$ cat config.mk
export PLATFORM = sky130hd
export DESIGN_NAME = dmem_access_ctrl
export DESIGN_NICKNAME = d
export VERILOG_FILES = /design/src/rtl/dmem_ctrl_pkg.sv /design/src/rtl/dmem_timeout_cnt.sv /design/src/rtl/dmem_access_ctrl.sv
export SDC_FILE = /design/constraint.sdc
export NUM_CORES = 1
export LEC_CHECK = 0
export BUFFER_PORTS_ARGS = -buffer_cell sky130_fd_sc_hd__clkbuf_2
export CAP_MARGIN = 0
export CORE_ASPECT_RATIO = 0.5
export CORE_MARGIN = 8
export CORE_UTILIZATION = 45
export CTS_CLUSTER_SIZE = 24
export DETAILED_ROUTE_END_ITERATION = 7
export PLACE_DENSITY = 0.79
export SYNTH_ARGS = -nofsm -noshare
export SYNTH_HDL_FRONTEND = slang
export SYNTH_SLANG_ARGS = --single-unit
$ cat constraint.sdc
create_clock -name clk -period 2.26 [get_ports clk]
set_clock_uncertainty 0.2 [all_clocks]
set_input_delay 0.565 -clock clk [delete_from_list [all_inputs] [get_ports clk]]
set_output_delay 0.565 -clock clk [all_outputs]
set_load 0.05 [all_outputs]
$ cat src/rtl/dmem_ctrl_pkg.sv
// rtl/dmem_ctrl_pkg.sv - state encoding and constants for the MEM-stage data-memory sequencer
package dmem_ctrl_pkg;

  typedef enum logic [1:0] {
    IDLE   = 2'd0,
    REQ    = 2'd1,
    WAIT_R = 2'd2,
    DONE   = 2'd3
  } dmem_state_e;

  localparam logic [1:0] RESULTSRC_MEM = 2'b01;

  localparam int DMEM_ADDR_WIDTH      = 32;
  localparam int DMEM_DATA_WIDTH      = 32;
  localparam int DMEM_RESULTSRC_WIDTH = 2;
  localparam int DMEM_TIMEOUT_CYCLES  = 16;

endpackage

$ cat src/rtl/dmem_timeout_cnt.sv
// rtl/dmem_timeout_cnt.sv - bus watchdog counter, used only when DMEM_CTRL_TIMEOUT_EN is defined
module dmem_timeout_cnt #(
  parameter int LIMIT = 16
) (
  input  logic clk,
  input  logic rst_n,
  input  logic clear,
  input  logic enable,
  output logic expired
);

  localparam int W = (LIMIT > 1) ? $clog2(LIMIT) : 1;

  logic [W-1:0] cnt;

  always_ff @(posedge clk or negedge rst_n) begin
    if (!rst_n) begin
      cnt <= '0;
    end else if (clear) begin
      cnt <= '0;
    end else if (enable) begin
      cnt <= cnt + 1'b1;
    end
  end

  assign expired = enable && (cnt == W'(LIMIT - 1));

endmodule

$ cat src/rtl/dmem_access_ctrl.sv
// rtl/dmem_access_ctrl.sv - MEM-stage load/store sequencer for a req/gnt/rvalid data bus
// Optional watchdog abort is built when DMEM_CTRL_TIMEOUT_EN is defined.
module dmem_access_ctrl
  import dmem_ctrl_pkg::*;
#(
  parameter int ADDR_WIDTH      = DMEM_ADDR_WIDTH,
  parameter int DATA_WIDTH      = DMEM_DATA_WIDTH,
  parameter int RESULTSRC_WIDTH = DMEM_RESULTSRC_WIDTH,
  parameter int TIMEOUT_CYCLES  = DMEM_TIMEOUT_CYCLES
) (
  input  logic                       clk,
  input  logic                       rst_n,
  input  logic [RESULTSRC_WIDTH-1:0] ResultSrc_M,
  input  logic                       MemWrite_M,
  input  logic [ADDR_WIDTH-1:0]      ALU_result_M,
  input  logic [DATA_WIDTH-1:0]      WriteData_M,
  output logic                       mem_req,
  output logic                       mem_we,
  output logic [ADDR_WIDTH-1:0]      mem_addr,
  output logic [DATA_WIDTH-1:0]      mem_wdata,
  input  logic                       mem_gnt,
  input  logic                       mem_rvalid,
  input  logic [DATA_WIDTH-1:0]      mem_rdata,
  output logic                       stall_M,
  output logic [DATA_WIDTH-1:0]      ReadData_M,
  output logic                       rdata_valid_M,
  output logic                       misalign_err,
  output logic                       bus_err
);

  dmem_state_e state_q, state_d;
  logic        access;
  logic        aligned;
  logic        start;
  logic        stall_q;
  logic        timeout;
  logic        abort;

  assign access  = MemWrite_M | (ResultSrc_M == RESULTSRC_WIDTH'(RESULTSRC_MEM));
  assign aligned = (ALU_result_M[1:0] == 2'b00);
  assign start   = (state_q == IDLE) && access && aligned;

  // abort = watchdog fired with no handshake arriving in the same cycle
  assign abort = timeout &&
                 (((state_q == REQ) && !mem_gnt) || ((state_q == WAIT_R) && !mem_rvalid));

  always_comb begin
    state_d = state_q;
    case (state_q)
      IDLE:    if (start) state_d = REQ;
      REQ: begin
        if (mem_gnt)    state_d = mem_we ? DONE : WAIT_R;
        else if (abort) state_d = DONE;
      end
      WAIT_R:  if (mem_rvalid || abort) state_d = DONE;
      default: state_d = IDLE;
    endcase
  end

  always_ff @(posedge clk or negedge rst_n) begin
    if (!rst_n) begin
      state_q <= IDLE;
    end else begin
      state_q <= state_d;
    end
  end

  always_ff @(posedge clk or negedge rst_n) begin
    if (!rst_n) begin
      mem_req       <= 1'b0;
      mem_we        <= 1'b0;
      mem_addr      <= '0;
      mem_wdata     <= '0;
      stall_q       <= 1'b0;
      rdata_valid_M <= 1'b0;
      misalign_err  <= 1'b0;
      ReadData_M    <= '0;
    end else begin
      mem_req       <= (state_d == REQ);
      stall_q       <= (state_d == REQ) || (state_d == WAIT_R);
      rdata_valid_M <= (state_d == DONE) && !mem_we;
      misalign_err  <= (state_q == IDLE) && access && !aligned;
      if (start) begin
        mem_we    <= MemWrite_M;
        mem_addr  <= {ALU_result_M[ADDR_WIDTH-1:2], 2'b00};
        mem_wdata <= WriteData_M;
      end
      if ((state_q == WAIT_R) && mem_rvalid) begin
        ReadData_M <= mem_rdata;
      end else if (abort) begin
        ReadData_M <= '0;
      end
    end
  end

  // Only the IDLE detect term is combinational; reset masks it so a held access cannot stall.
  assign stall_M = stall_q | (start & rst_n);

`ifdef DMEM_CTRL_TIMEOUT_EN
  logic cnt_clear;
  logic cnt_enable;

  assign cnt_clear  = (state_d != state_q) && ((state_d == REQ) || (state_d == WAIT_R));
  assign cnt_enable = (state_q == REQ) || (state_q == WAIT_R);

  dmem_timeout_cnt #(
    .LIMIT(TIMEOUT_CYCLES)
  ) u_timeout_cnt (
    .clk    (clk),
    .rst_n  (rst_n),
    .clear  (cnt_clear),
    .enable (cnt_enable),
    .expired(timeout)
  );

  always_ff @(posedge clk or negedge rst_n) begin
    if (!rst_n) begin
      bus_err <= 1'b0;
    end else begin
      bus_err <= abort;
    end
  end
`else
  logic unused_timeout_cfg;

  assign unused_timeout_cfg = ^TIMEOUT_CYCLES;
  assign timeout            = 1'b0;
  assign bus_err            = 1'b0;
`endif

endmodule

==> results of run 1 <==
==> worst max-delay path: stages, from the launching register on <==
cell      delay (ps)
dfrtp_1          400
nor4_2           290
buf_4            170
o21ai_4           60
o21bai_4         140
buf_12           150
==> state kept, by name, summed over array words and instances (netlist names) <==
register	cells
misalign_err	1
rdata_valid_M	1
mem_addr	30
mem_wdata	32
state_q	2
stall_q	1
mem_we	1
mem_req	1
ReadData_M	32
==> worst max path at each step <==
stage	depth (start not counted)	endpoint	start	slack (ps)
floorplan	5	stall_M	ALU_result_M[1]	20
global placement	6	stall_M	ALU_result_M[1]	60
detailed placement	6	stall_M	ALU_result_M[1]	80
CTS	5	stall_M	state_q[0]	-40
global route	5	stall_M	state_q[0]	-110
finish	5	stall_M	state_q[0]	-40
==> layout by cell type, fill, tap and decap left out <==
cell / synthesis / layout
buf_12: 0 / 3
o21bai_4: 0 / 1
nor4_2: 0 / 1
buf_4: 3 / 9
clkinvlp_4: 0 / 1
clkbuf_8: 0 / 1
mux2_4: 48 / 48
clkbuf_2: 0 / 199
bufinv_16: 0 / 3
o21ai_4: 0 / 1
nor4_1: 2 / 1
conb_1: 1 / 3
nand3_1: 1 / 1
a21oi_1: 1 / 1
nor2_1: 2 / 2
clkbuf_16: 0 / 9
mux2_2: 47 / 47
o21ai_0: 1 / 1
nand2_1: 1 / 1
dfrtp_1: 101 / 101
nor2b_1: 4 / 4
ha_1: 2 / 2
inv_1: 4 / 4
==> cell type report <==
type / count / area [um^2]
sequential: 101 / 2530
tap: 117 / 146
fill: 659 / 3140
timing repair buffer: 211 / 1120
multi-input combinational: 114 / 1390
clock inverter: 4 / 97.6
inverter: 4 / 15.0
clock buffer: 10 / 239
==> stage by stage <==
stage / hold slack [ps] / utilization, % / TNS (ps) / worst slack, ps
after detailed placement: 277 / 59.6 / 0 / 77.3
after global placement: 269 / 59.6 / 0 / 63.9
after floorplan: 69.4 / - / 0 / 15.4
after global routing: 160 / 63.8 / -109 / -109
final: 90.8 / 63.8 / -43.6 / -43.6
after CTS: 141 / 63.7 / -35.6 / -35.6
==> what timing repair did <==
action / in CTS / in global routing
buffers inserted: 2 / 1
pin swaps: 2 / 2
resized for setup: 0 / 1
setup endpoints to repair: 1 / 1
==> logic make-up after synthesis <==
family | synth area share [%]
DFF | 63.1
muxes | 31.2
buffers and inverters | 3.12
and+or+nand+nor | 1.34
AOI/OAI and AO/OA | 0.562
adders and majority gates | 0.624
other | 0.0936
==> layer usage <==
layer,GRT usage [%],share of wire (%),vias to the layer above
li1,-,-,1214
met1,16.2,34,1310
met2,31.9,58,85
met3,4.89,5.5,21
met4,6.19,2.4,0
met5,0,0,-
==> summary.md, run 1 <==
| Metric | Value |
|---|---|
| Area of the die | 12400 um^2 |
| Worst reg2reg path depth | 9 |
| Number of synthesized register bits | 101 |
| Endpoints failing hold | 0 |
| Critical R2R Capture | stall_q |
| Antenna-violating nets left | 0 |
| Wire length of the first global-routing pass | 15.5 mm |
| Cts bufs inserted | 9 |
| Number of setup violations in the final report | 1 |
| Die Y | 82.7 um |
| Synthesized cell area | 4010 um^2 |
| Count of unresolved DRC violations after routing | 0 |
| Post-synth ARST share | 100% |
| Crit path capture type | output pin |
| EDFF count, synth | 0 |
| Share of layout cells above drive strength 1 | 72.7% |
| Kind of critical path | flop to output pin |
| Crit Reg-Reg Startpoint | state_q[0] |
| Minimum setup slack among reg-to-reg paths | 180 ps |
| Number of top-level pins | 205 |
| Warnings, synthesis | 0 |
| Largest net degree at the start of global routing | 102 |
| Syn avg cell area | 17.4 um^2 |
| # placed instances | 544 |
| Fmax achieved | 434 MHz |
| Final period utilization | 102% |
| Critical Path Source Type | flop |
| Violation count after the first detailed-routing iteration | 80 |
| Clock slew at reported path FFs | 70 ps |
| Slew headroom | 64.0% |
| Pins Over Slew Limit | 0 |
| Actual transition at the worst max-transition pin | 540 ps |
| Routed via count | 2630 |
| Antenna cells | 0 |
| Maximum buffer depth of the clock tree | 2 |
| Commonest register cell after synthesis | dfrtp_1 |
| First-pass DRT Iterations | 4 |
| Data arrival, critical path | 1540 ps |
| Port Buf Inserts | 201 |
| Post-place instance area | 5170 um^2 |
| Post-Syn Instances | 230 |
| Crit path setup slack, layout | -43.6 ps |
| Number of buffers inserted for hold repair after clock tree synthesis | 0 |
| Number of H-tree levels | 3 |
| Congestion Overflow GR | 0 |
| Cell taking the most area after synthesis | dfrtp_1 |
| Area growth from synthesis to layout | 38.2% |
| Master cell of the clock root buffer | clkbuf_16 |
| Worst endpoint required time | 1490 ps |
| Initial standard-cell utilization of the core | 46.2% |
| Class of the most critical hold timing path | input pin to asynchronous set/reset pin |
| Violations in the final reports | negative setup slack |
| Via density per instance | 4.69 |
| Proportion of synthesized chip area in sequential cells | 63.1% |
| Clock insertion delay at the later pin of the skew report | 330 ps |
| Clock period minus final worst setup slack | 2300 ps |
| Area share of the largest cell type after synthesis | 63.1% |
| Status | complete, but fails checks |
| Core box area | 8680 um^2 |
| Global router's overall resource usage | 16.2% |
| Final instance area | 5540 um^2 |
| Placement row count | 24 |
| Post-synth cell types | 18 |
| Die X | 149 um |
| Synth top area cells | dfrtp_1 (63%), mux2_4 (18%), mux2_2 (13%) |
| Largest fanout on the critical path | 2 |
| Routed wire length | 10.2 mm |
| Unrepaired setup endpoints after global routing | true |
| Sink Count | 101 |
| Half-perimeter wire length of the detailed placement result | 7.77 mm |
| Final Non-Filler Cells | 561 |
| Antenna violations before repair | 0 |
| Final weighted congestion in routability-driven placement | 0.761 |
| Wire per inst | 18.3 um |
| Clock tree from TritonCTS | yes |
| Ranking of synthesized cells by instance count | dfrtp_1 (101), mux2_4 (48), mux2_2 (47) |
| Leading cell type by number of instances after synthesis | dfrtp_1 |
| Vias in the first global route | 2962 |
| Final net count | 546 |
| Max-cap viol count | 0 |
Power of run 1 is left out: the tool's default activity adds up to more than one toggle a clock period on the data nets, which glitch-free logic cannot reach.
==> inputs of run 2 (changes only) <==
--- a/config.mk
+++ b/config.mk
@@ -9,10 +9,11 @@
 export CAP_MARGIN = 0
 export CORE_ASPECT_RATIO = 0.5
 export CORE_MARGIN = 8
-export CORE_UTILIZATION = 45
+export CORE_UTILIZATION = 47
+export CTS_BUF_LIST = sky130_fd_sc_hd__clkbuf_4
 export CTS_CLUSTER_SIZE = 24
 export DETAILED_ROUTE_END_ITERATION = 7
-export PLACE_DENSITY = 0.79
+export PLACE_DENSITY = 0.82
 export SYNTH_ARGS = -nofsm -noshare
 export SYNTH_HDL_FRONTEND = slang
 export SYNTH_SLANG_ARGS = --single-unit
==> summary.md, run 2 (same netlist as run 1, synthesis figures left out) <==
| Metric | Value |
|---|---|
| Critical Path Source Type | flop |
| Critical Path, Cell by Cell | nor4_2, buf_4, o21ai_4, o21bai_4, buf_12 |
| Slowest stage cell on the critical path | dfrtp_1 |
| Global router's overall resource usage | 16.6% (+0.40 points) |
| Sink Count | 101 (unchanged) |
| Routed length on met1 | 3.46 mm (+0.64%) |
| Endpoints failing hold | 38 (+38) |
| Clock period minus final worst setup slack | 2410 ps (+102 ps) |
| Filler cell count in the final layout | 620 (-5.9%) |
| Count of unresolved DRC violations after routing | 0 (unchanged) |
| Highest cell delay on the worst timing path | 430 ps (+30 ps) |
| Violation count after the first detailed-routing iteration | 119 (+49%) |
| Max-cap viol count | 0 (unchanged) |
| Kind of critical path | flop to output pin |
| Largest regs | ReadData_M (32), mem_wdata (32), mem_addr (30) |
| Maximum buffer depth of the clock tree | 2 (unchanged) |
| Minimum setup slack after placement | 82.3 ps (+5.04 ps) |
| Detailed-routed wire length on met2 | 5.60 mm (-6.4%) |
| Top routing layer in use | met4 |
| Congestion Overflow GR | 0 (unchanged) |
| Die Y | 81.3 um (-1.7%) |
| Share of layout cells above drive strength 1 | 72.0% (-0.74 points) |
| Wire per inst | 17.9 um (-2.0%) |
| Final Non-Filler Cells | 555 (-1.1%) |
| Post-Route Hold Slack | -44.8 ps (-136 ps) |
| Crit path capture type | output pin |
| Number of top-level pins | 205 (unchanged) |
| Port Buf Inserts | 201 (unchanged) |
| Area of the die | 11900 um^2 (-3.6%) |
| First-pass DRT Iterations | 4 (unchanged) |
| Antenna violations before repair | 0 (unchanged) |
| Cts bufs inserted | 9 (unchanged) |
| Placement row count | 23 (-4.2%) |
| Number of H-tree levels | 3 (unchanged) |
| Via density per instance | 4.70 (+0.24%) |
| Crit path setup slack, layout | -145 ps (-102 ps) |
| Status | complete, but fails checks |
| Final period utilization | 106% (+4.5 points) |
| Met3 routed WL | 621 um (+9.7%) |
| Antenna cells | 0 (unchanged) |
| Antenna-violating nets left | 0 (unchanged) |
| Area growth from synthesis to layout | 32.2% |
| Violations in the final reports | negative hold slack, negative setup slack |
| Slew headroom | 65.1% (+1.0 points) |
| Clock tree from TritonCTS | yes |
| Clock slew at reported path FFs | 140 ps (+70 ps) |
| Die X | 147 um (-1.9%) |
| Actual transition at the worst max-transition pin | 524 ps (-15.7 ps) |
| Largest fanout on the critical path | 3 (+1) |
| Pins Over Slew Limit | 0 (unchanged) |
| Vias in the first global route | 2968 (+0.20%) |
| Number of setup violations in the final report | 1 (unchanged) |
| Most frequent standard cell in the layout excluding fill and tap cells | clkbuf_2 |
| Top library cells by usage in the layout, fill and taps aside | clkbuf_2 (199), dfrtp_1 (101), mux2_4 (48) |
| Data arrival, critical path | 1640 ps (+100 ps) |
| Core box area | 8140 um^2 (-6.2%) |
| Routed via count | 2608 (-0.84%) |
| Clock insertion delay at the later pin of the skew report | 430 ps (+100 ps) |
| Number of buffer and inverter instances along the worst setup path | 2 (unchanged) |
| Worst endpoint required time | 1490 ps (about the same) |
| Class of the most critical hold timing path | input pin to asynchronous set/reset pin |
| # placed instances | 537 (-1.3%) |
| Initial standard-cell utilization of the core | 49.2% (+3.0 points) |
| Largest net degree at the start of global routing | 102 (unchanged) |
| Final weighted congestion in routability-driven placement | 0.761 (about the same) |
| Routed wire length | 9.92 mm (-3.1%) |
| Cell family contributing the most delay on the critical path | flip-flops |
| Fmax achieved | 416 MHz (-4.2%) |
| Half-perimeter wire length of the detailed placement result | 7.71 mm (-0.71%) |
| Unrepaired setup endpoints after global routing | true |
| Master cell of the clock root buffer | clkbuf_4 |
| Fin Setup TNS | -145 ps (-102 ps) |
| Wire length of the first global-routing pass | 15.3 mm (-1.1%) |
| Final net count | 543 (-0.55%) |
## run 2: cell types whose count changed in the layout (fill, tap and decap cells not counted)
cell       delta
buf_12        +1
buf_4         -4
bufinv_16     -3
clkbuf_16     -9
clkbuf_4     +11
clkbuf_8      -1
clkinv_1      +3
clkinv_4      +1
## run 2: per-stage QoR
stage                     util, %  instance area (um^2)
after floorplan                 -                  4030
after global placement       63.4                  5170
after detailed placement     63.4                  5170
after CTS                    65.0                  5290
after global routing         65.0                  5300
final                        65.0                  5300
## run 2: worst register-to-register path, stage by stage (launching register included)
cell	delay [ps]
dfrtp_1	430
nor4_2	260
buf_4	160
o21ai_4	70
buf_12	240
mux2_4	380
## run 2: path summary, 6_finish.rpt
kind / from / endpoint / slack, ps / cells after the start
max: state_q[1] / stall_M / -150 / 5
min: rst_n / mem_wdata[18] / -40 / 2
max reg2reg: state_q[1] / mem_addr[5] / 430 / 5
min reg2reg: mem_we / rdata_valid_M / 300 / 1
max in group asynchronous: rst_n / ReadData_M[3] / 1500 / 2
min in group clk: ALU_result_M[13] / mem_addr[13] / 130 / 2
## run 2: area by class of cell
class	instances	area, um^2	area share [%]
clock inverter	5	27.5	0.520
multi-input combinational	114	1390	26.3
tap	112	140	2.65
sequential	101	2530	47.7
clock buffer	11	82.6	1.56
timing repair buffer	208	1110	21.0
inverter	4	15.0	0.283
## run 2: what timing repair did
item                                    CTS  global route
pin swaps                                 1             1
gates resized for setup                   0             1
buffers inserted                          2             0
endpoints found under the setup margin    1             1
endpoints found under the hold margin   101            82
## run 2: layer usage
layer  global-route usage (%)  vias to the layer above
met4                     6.93                        0
met1                     15.8                     1293
li1                         -                     1208
met5                        0                        -
met2                     32.0                       87
met3                     6.98                       20
Power of run 2 is left out for the same reason.
